--- src/rtl/stm_step_limiter_if.sv ---
// Beat stream into and out of stm_step_limiter: target intensity/phase in,
// slew-limited intensity/phase out with the transducer index of each output beat.
interface stm_step_limiter_if;
   logic [7:0] INTENSITY_IN;
   logic [7:0] PHASE_IN;
   logic       DIN_VALID;
   logic [7:0] INTENSITY_OUT;
   logic [7:0] PHASE_OUT;
   logic       DOUT_VALID;
   logic [7:0] DEBUG_IDX;

   modport master (
      output INTENSITY_IN, PHASE_IN, DIN_VALID,
      input  INTENSITY_OUT, PHASE_OUT, DOUT_VALID, DEBUG_IDX
   );

   modport slave (
      input  INTENSITY_IN, PHASE_IN, DIN_VALID,
      output INTENSITY_OUT, PHASE_OUT, DOUT_VALID, DEBUG_IDX
   );
endinterface

--- src/rtl/stm_step_limiter.sv ---
// Per-transducer intensity/phase slew limiter with a DEPTH-entry previous-value RAM.
// Optional STM_STEP_LIMITER_STAT_EN adds CLAMP_CNT, a saturating count of clamped output beats.
module stm_step_limiter #(
   parameter int unsigned DEPTH = 249
) (
   input  logic              CLK,
   input  logic              RST_N,
   input  logic [7:0]        STEP_INTENSITY,
   input  logic [7:0]        STEP_PHASE,
   stm_step_limiter_if.slave io,
   output logic              BUSY
`ifdef STM_STEP_LIMITER_STAT_EN
   ,
   output logic [15:0]       CLAMP_CNT
`endif
);

   localparam int unsigned AW = (DEPTH > 1) ? $clog2(DEPTH) : 1;
   localparam int unsigned IW = $clog2(DEPTH + 1);

   typedef enum logic [1:0] {
      S_CLEAR,
      S_IDLE,
      S_STREAM
   } state_e;

   state_e          state_q, state_d;
   logic [IW-1:0]   idx_q, idx_d;
   logic [AW-1:0]   clr_addr_q, clr_addr_d;
   logic            busy_q, busy_d;
   logic [7:0]      step_int_q, step_int_d;
   logic [7:0]      step_ph_q, step_ph_d;
   logic            accept;
   logic [AW-1:0]   acc_idx;

   logic            s1_vld_q, s2_vld_q;
   logic [AW-1:0]   s1_idx_q, s2_idx_q;
   logic [7:0]      s1_int_q, s2_int_q;
   logic [7:0]      s1_ph_q, s2_ph_q;

   logic            out_vld_q;
   logic [7:0]      out_int_q, out_ph_q, out_idx_q;

   logic [15:0]     mem [DEPTH];
   logic [15:0]     rd_q;
   logic            mem_we;
   logic [AW-1:0]   mem_wa;
   logic [15:0]     mem_wd;

   logic [7:0]      cur_int, cur_ph;
   logic            int_up, int_clamp;
   logic [7:0]      int_mag, lim_int;
   logic [7:0]      ph_diff, ph_mag, lim_ph;
   logic            ph_neg, ph_clamp;

   always_ff @(posedge CLK or negedge RST_N) begin
      if (!RST_N) begin
         state_q    <= S_CLEAR;
         idx_q      <= '0;
         clr_addr_q <= '0;
         busy_q     <= 1'b1;
         step_int_q <= '0;
         step_ph_q  <= '0;
      end else begin
         state_q    <= state_d;
         idx_q      <= idx_d;
         clr_addr_q <= clr_addr_d;
         busy_q     <= busy_d;
         step_int_q <= step_int_d;
         step_ph_q  <= step_ph_d;
      end
   end

   always_comb begin
      state_d    = state_q;
      idx_d      = idx_q;
      clr_addr_d = clr_addr_q;
      busy_d     = busy_q;
      step_int_d = step_int_q;
      step_ph_d  = step_ph_q;
      accept     = 1'b0;
      acc_idx    = AW'(idx_q);
      case (state_q)
         S_CLEAR: begin
            if (clr_addr_q == AW'(DEPTH - 1)) begin
               state_d    = S_IDLE;
               busy_d     = 1'b0;
               clr_addr_d = '0;
            end else begin
               clr_addr_d = clr_addr_q + 1'b1;
            end
         end
         S_IDLE: begin
            if (io.DIN_VALID) begin
               step_int_d = STEP_INTENSITY;
               step_ph_d  = STEP_PHASE;
               accept     = 1'b1;
               acc_idx    = '0;
               idx_d      = IW'(1);
               state_d    = S_STREAM;
            end
         end
         S_STREAM: begin
            if (!io.DIN_VALID) begin
               idx_d   = '0;
               state_d = S_IDLE;
            end else if (idx_q < IW'(DEPTH)) begin
               // Index saturates at DEPTH so overlong bursts are dropped until DIN_VALID falls.
               accept = 1'b1;
               idx_d  = idx_q + 1'b1;
            end
         end
         default: state_d = S_CLEAR;
      endcase
   end

   always_ff @(posedge CLK or negedge RST_N) begin
      if (!RST_N) begin
         s1_vld_q  <= 1'b0;
         s1_idx_q  <= '0;
         s1_int_q  <= '0;
         s1_ph_q   <= '0;
         s2_vld_q  <= 1'b0;
         s2_idx_q  <= '0;
         s2_int_q  <= '0;
         s2_ph_q   <= '0;
         out_vld_q <= 1'b0;
         out_int_q <= '0;
         out_ph_q  <= '0;
         out_idx_q <= '0;
      end else begin
         s1_vld_q  <= accept;
         s1_idx_q  <= acc_idx;
         s1_int_q  <= io.INTENSITY_IN;
         s1_ph_q   <= io.PHASE_IN;
         s2_vld_q  <= s1_vld_q;
         s2_idx_q  <= s1_idx_q;
         s2_int_q  <= s1_int_q;
         s2_ph_q   <= s1_ph_q;
         out_vld_q <= s2_vld_q;
         if (s2_vld_q) begin
            out_int_q <= lim_int;
            out_ph_q  <= lim_ph;
            out_idx_q <= 8'(s2_idx_q);
         end
      end
   end

   // Write-back of beat i lands well before the next frame reads i (DEPTH >= 3), so no bypass.
   assign mem_we = (state_q == S_CLEAR) || s2_vld_q;
   assign mem_wa = (state_q == S_CLEAR) ? clr_addr_q : s2_idx_q;
   assign mem_wd = (state_q == S_CLEAR) ? 16'h0000 : {lim_int, lim_ph};

   always_ff @(posedge CLK) begin
      if (mem_we) begin
         mem[mem_wa] <= mem_wd;
      end
      rd_q <= mem[s1_idx_q];
   end

   assign {cur_int, cur_ph} = rd_q;

   always_comb begin
      int_up    = (s2_int_q >= cur_int);
      int_mag   = int_up ? (s2_int_q - cur_int) : (cur_int - s2_int_q);
      int_clamp = (int_mag > step_int_q);
      lim_int   = s2_int_q;
      if (int_clamp) begin
         lim_int = int_up ? (cur_int + step_int_q) : (cur_int - step_int_q);
      end

      // 0x80 is treated as +128 so the half-turn case always moves upward.
      ph_diff  = s2_ph_q - cur_ph;
      ph_neg   = ph_diff[7] && (ph_diff != 8'h80);
      ph_mag   = ph_neg ? (8'h00 - ph_diff) : ph_diff;
      ph_clamp = (ph_mag > step_ph_q);
      lim_ph   = s2_ph_q;
      if (ph_clamp) begin
         lim_ph = ph_neg ? (cur_ph - step_ph_q) : (cur_ph + step_ph_q);
      end
   end

`ifdef STM_STEP_LIMITER_STAT_EN
   logic [15:0] clamp_cnt_q;

   always_ff @(posedge CLK or negedge RST_N) begin
      if (!RST_N) begin
         clamp_cnt_q <= '0;
      end else if (s2_vld_q && (int_clamp || ph_clamp) && (clamp_cnt_q != '1)) begin
         clamp_cnt_q <= clamp_cnt_q + 1'b1;
      end
   end

   assign CLAMP_CNT = clamp_cnt_q;
`endif

   assign io.INTENSITY_OUT = out_int_q;
   assign io.PHASE_OUT     = out_ph_q;
   assign io.DOUT_VALID    = out_vld_q;
   assign io.DEBUG_IDX     = out_idx_q;
   assign BUSY             = busy_q;

endmodule

--- src/flat_wrapper.sv ---
// flat-port wrapper written by rule: the top's interface ports become plain ports
module stm_step_limiter_flat 
#(
   parameter int unsigned DEPTH = 249
)
  (CLK, RST_N, STEP_INTENSITY, STEP_PHASE, BUSY, io_INTENSITY_IN, io_PHASE_IN, io_DIN_VALID, io_INTENSITY_OUT, io_PHASE_OUT, io_DOUT_VALID, io_DEBUG_IDX);
  stm_step_limiter_if io_i ();
  input  logic CLK;
  input  logic RST_N;
  input  logic [7:0] STEP_INTENSITY;
  input  logic [7:0] STEP_PHASE;
  output logic BUSY;
  input wire logic [$bits(io_i.INTENSITY_IN)-1:0] io_INTENSITY_IN;
  input wire logic [$bits(io_i.PHASE_IN)-1:0] io_PHASE_IN;
  input wire logic [$bits(io_i.DIN_VALID)-1:0] io_DIN_VALID;
  output wire logic [$bits(io_i.INTENSITY_OUT)-1:0] io_INTENSITY_OUT;
  output wire logic [$bits(io_i.PHASE_OUT)-1:0] io_PHASE_OUT;
  output wire logic [$bits(io_i.DOUT_VALID)-1:0] io_DOUT_VALID;
  output wire logic [$bits(io_i.DEBUG_IDX)-1:0] io_DEBUG_IDX;
  assign io_i.INTENSITY_IN = io_INTENSITY_IN;
  assign io_i.PHASE_IN = io_PHASE_IN;
  assign io_i.DIN_VALID = io_DIN_VALID;
  assign io_INTENSITY_OUT = io_i.INTENSITY_OUT;
  assign io_PHASE_OUT = io_i.PHASE_OUT;
  assign io_DOUT_VALID = io_i.DOUT_VALID;
  assign io_DEBUG_IDX = io_i.DEBUG_IDX;
  stm_step_limiter #(.DEPTH(DEPTH)) u_core (.CLK(CLK), .RST_N(RST_N), .STEP_INTENSITY(STEP_INTENSITY), .STEP_PHASE(STEP_PHASE), .io(io_i), .BUSY(BUSY));
endmodule
--- config.mk ---
export PLATFORM = sky130hd
export DESIGN_NAME = stm_step_limiter_flat
export DESIGN_NICKNAME = d
export VERILOG_FILES = /design/src/rtl/stm_step_limiter_if.sv /design/src/rtl/stm_step_limiter.sv /design/src/flat_wrapper.sv
export SDC_FILE = /design/constraint.sdc
export NUM_CORES = 2
export LEC_CHECK = 0
export ABC_AREA = 1
export BUFFER_PORTS_ARGS = -buffer_cell sky130_fd_sc_hd__buf_2
export CELL_PAD_IN_SITES_DETAIL_PLACEMENT = 1
export CELL_PAD_IN_SITES_GLOBAL_PLACEMENT = 1
export CORE_ASPECT_RATIO = 0.9
export CORE_MARGIN = 2
export CORE_UTILIZATION = 55
export CTS_CLUSTER_SIZE = 14
export DETAILED_ROUTE_END_ITERATION = 10
export PLACE_DENSITY_LB_ADDON = 0.15
export SYNTH_ARGS = -nofsm -noshare
export SYNTH_HDL_FRONTEND = slang
export SYNTH_SLANG_ARGS = --single-unit
--- constraint.sdc ---
create_clock -name CLK -period 32.3 [get_ports CLK]
set_clock_uncertainty 0.15 [all_clocks]
set_input_delay 3.23 -clock CLK [delete_from_list [all_inputs] [get_ports CLK]]
set_output_delay 3.23 -clock CLK [all_outputs]
set_load 0.01 [all_outputs]
==> run metrics <==
drt via density 6.71; global-route wire length before repair 809000 microns; Internal Power 13.4 mW; Seq. cell area 123000 sq um; sequential power share 40.8%; peak supply drop 0.000333 V; CP required 33000 ps; reg-to-reg slack, setup 24440 ps; io pins 61; WHS Path Cells 0; Pwr per Cell Area 125 nW/um^2; area share of the largest cell type after synthesis 72.8%; f_max 127 MHz; Remaining DRCs 0; Sink Count 4110; Post-Syn Area 164000 sq um; placed instance area 169000 sq um; pre-CTS WS 24710 ps; CTS tree built; setup TNS 0 ps; most flop-heavy register u_core.mem; syn nets 13200; Fillers 28800; multi-input logic area 37200 sq um; Clk Latency, worst-skew pair 990 ps; antenna viol nets, final 0; Clk Tree Root Cell clkbuf_16; Clock Power Share 21.2%; largest net degree at the start of global routing 384; Hold Buf Count CTS 0; GP Congestion 0.847; worst reg2reg endpoint u_core.rd_q[13]; Crit Reg-Reg Startpoint u_core.s1_idx_q[0]; Final Core Density 61.3%; Crit. End Element flop; die area 303000 sq um; switch share 41.1%; Max Cap Viol 0; GRT Residual Overflow 0; Hold Path Sink u_core.s2_int_q[7]; Final WS setup 24440 ps; vias in the first global route 120000; mean post-synth cell area 12.6 sq um; Cells after Synth 13100; CP startpoint kind flop; H-Tree Depth 5; synth-to-layout area growth 11.0%; total core area 298000 sq um; Seq/Total Area, Yosys 74.6%; final net count 13100; GR Util All Layers 36.2%; worst path arrival time 8560 ps; Initial DRT Pass Iterations 9; Psw 9.37 mW; status finished, violations left; # rows 190; Clock Path Buffers 4; Hold Crit Start u_core.s1_int_q[7]; P_leak 60.6 nW; Critical Path Start u_core.s1_idx_q[0]; critical path class reg -> reg; RSZ-0062 raised after global routing false; biggest regs u_core.mem: 3984 flops, u_core.rd_q: 16 flops; Worst-path clk slew 60 ps; Initial Utilization 55.2%; Final Hold Viols 0; ranking of synthesized cells by area edfxtp_1 (73%), o21ai_0 (5.6%), nor2_1 (5.3%); Vias 116000; setup bufs post-CTS 0; cell taking the most area after synthesis edfxtp_1; failing checks max-slew violations; slew at the pin with the worst max-slew slack 1560 ps; minimum clock period 7860 ps; Cell variety after synth 41; Post-Route WL 559000 microns; per-cell routed wire length 32.3 microns; Slew HR -3.95%; CP max FO 383; Die H 523 microns; Reg2Reg Depth 16; die width 580 microns; Largest register FFs 3984; Hold Crit Class reg -> reg; period utilisation layout 24.3%; TritonCTS buffer count 406; post-CTS sizing 0; PortBufs 60; max-slew violations 104; share of layout cells above drive strength 1 8.39%; initial antenna violation count 25; Post-DP HPWL 309000 microns; final instance area 182000 sq um; setup violators final 0; DRT iter0 DRCs 15200; FF+latch count, synth 4110; synth warn 0; Combinational Power Share 38.0%
## layout by cell type (no fill, tap or decap), types with 14 or more instances in the layout
cell type	netlist	final
edfxtp_1	3984	3984
nor2_1	2300	2253
o21ai_0	1827	1827
nand2_1	1348	1340
nand3_1	1006	998
o22ai_1	910	910
clkbuf_16	0	414
buf_4	66	394
o21ai_1	213	213
inv_1	170	169
dfrtp_1	109	103
clkinv_1	3	99
clkbuf_1	497	82
a21oi_1	78	76
clkinv_2	0	74
ha_1	63	62
buf_2	255	59
bufinv_16	0	49
o211ai_1	44	44
nor2_2	0	33
xor2_1	24	24
buf_12	0	20
diode_2	0	16
dfxtp_1	16	16
nor2_4	0	14
## cells by family (layout without fill, tap and decap cells)
group | after synthesis | in the layout | synth area share, %
AO/OA/AOI/OAI | 3095 | 3095 | 10.2
AND/OR/NAND/NOR | 4681 | 4681 | 11.5
XOR/XNOR | 32 | 32 | 0.170
buffers and inverters | 1101 | 1399 | 2.95
flip-flops | 4110 | 4110 | 74.6
other | 0 | 16 | 0
adder cells (fa/ha/maj) | 68 | 68 | 0.540
multiplexers | 2 | 2 | 0.0122
## critical path, stage by stage, from the launching register on
cell and delay, ps:
dfrtp_4 790, clkinv_16 530, buf_4 760, buf_4 740, buf_4 790, buf_4 810
buf_4 660, o21ai_0 170, o22ai_1 180, nand2_1 90, nand3_1 120, nand3_1 160
nand2_1 250, nand2_1 190, nand3_1 240, nand3_1 110, nand2_1 270
## worst max-delay path by stage
stage | endpoint | cells after the start
finish | u_core.rd_q[13] | 16
global route | u_core.mem[131][8] | 25
CTS | u_core.mem[138][8] | 25
detailed placement | u_core.mem[139][8] | 25
global placement | u_core.mem[136][8] | 25
floorplan | u_core.mem[0][6] | 26
## stage by stage
stage,hold slack (ps),cells,power [mW]
CTS,204,17300,22.6
floorplan,181,13100,14.7
detailed placement,191,16600,17.8
global placement,188,16600,17.3
global route,208,17300,23.5
finish,204,17300,22.8
## power by group through the flow
stage / combinational [mW] / clock [mW] / sequential, mW
global route: 9.21 / 5.02 / 9.30
finish: 8.65 / 4.82 / 9.29
floorplan: 4.51 / 0 / 10.2
detailed placement: 8.40 / 0 / 9.38
CTS: 8.51 / 4.84 / 9.27
global placement: 7.91 / 0 / 9.35
## cell type report
cell class / count / area share (%)
tap: 3936 / 2.70
antenna: 16 / 0.0219
multi-input combinational: 7878 / 20.4
clock inverter: 253 / 1.42
clock buffer: 496 / 5.85
sequential: 4110 / 67.3
timing repair buffer: 473 / 2.00
inverter: 177 / 0.398
## routing by layer
layer	global-route usage (%)	wire, microns
met2	58.5	265000
met3	6.50	55800
met5	0	67
met1	47.4	208000
met4	18.8	31100
## synth_stat cells
| library cell | n |
|---|---|
| a211oi_1 | 3 |
| a21oi_1 | 78 |
| a221oi_1 | 1 |
| a31oi_1 | 6 |
| and2_1 | 2 |
| and3_1 | 1 |
| buf_1 | 78 |
| buf_2 | 255 |
| buf_4 | 66 |
| buf_6 | 18 |
| clkbuf_1 | 497 |
| clkbuf_2 | 10 |
| clkinv_1 | 3 |
| dfrtp_1 | 109 |
| dfstp_2 | 1 |
| dfxtp_1 | 16 |
| edfxtp_1 | 3984 |
| fa_1 | 5 |
| ha_1 | 63 |
| inv_1 | 170 |
| inv_2 | 3 |
| inv_6 | 1 |
| mux2i_1 | 2 |
| nand2_1 | 1348 |
| nand3_1 | 1006 |
| nand3b_1 | 3 |
| nand4_1 | 9 |
| nor2_1 | 2300 |
| nor3_1 | 10 |
| nor4_1 | 1 |
| o211ai_1 | 44 |
| o21a_1 | 1 |
| o21ai_0 | 1827 |
| o21ai_1 | 213 |
| o21bai_1 | 1 |
| o221ai_1 | 10 |
| o22ai_1 | 910 |
| o31ai_1 | 1 |
| or2_2 | 1 |
| xnor2_1 | 8 |
| xor2_1 | 24 |
(Power assumes the default switching activity.)
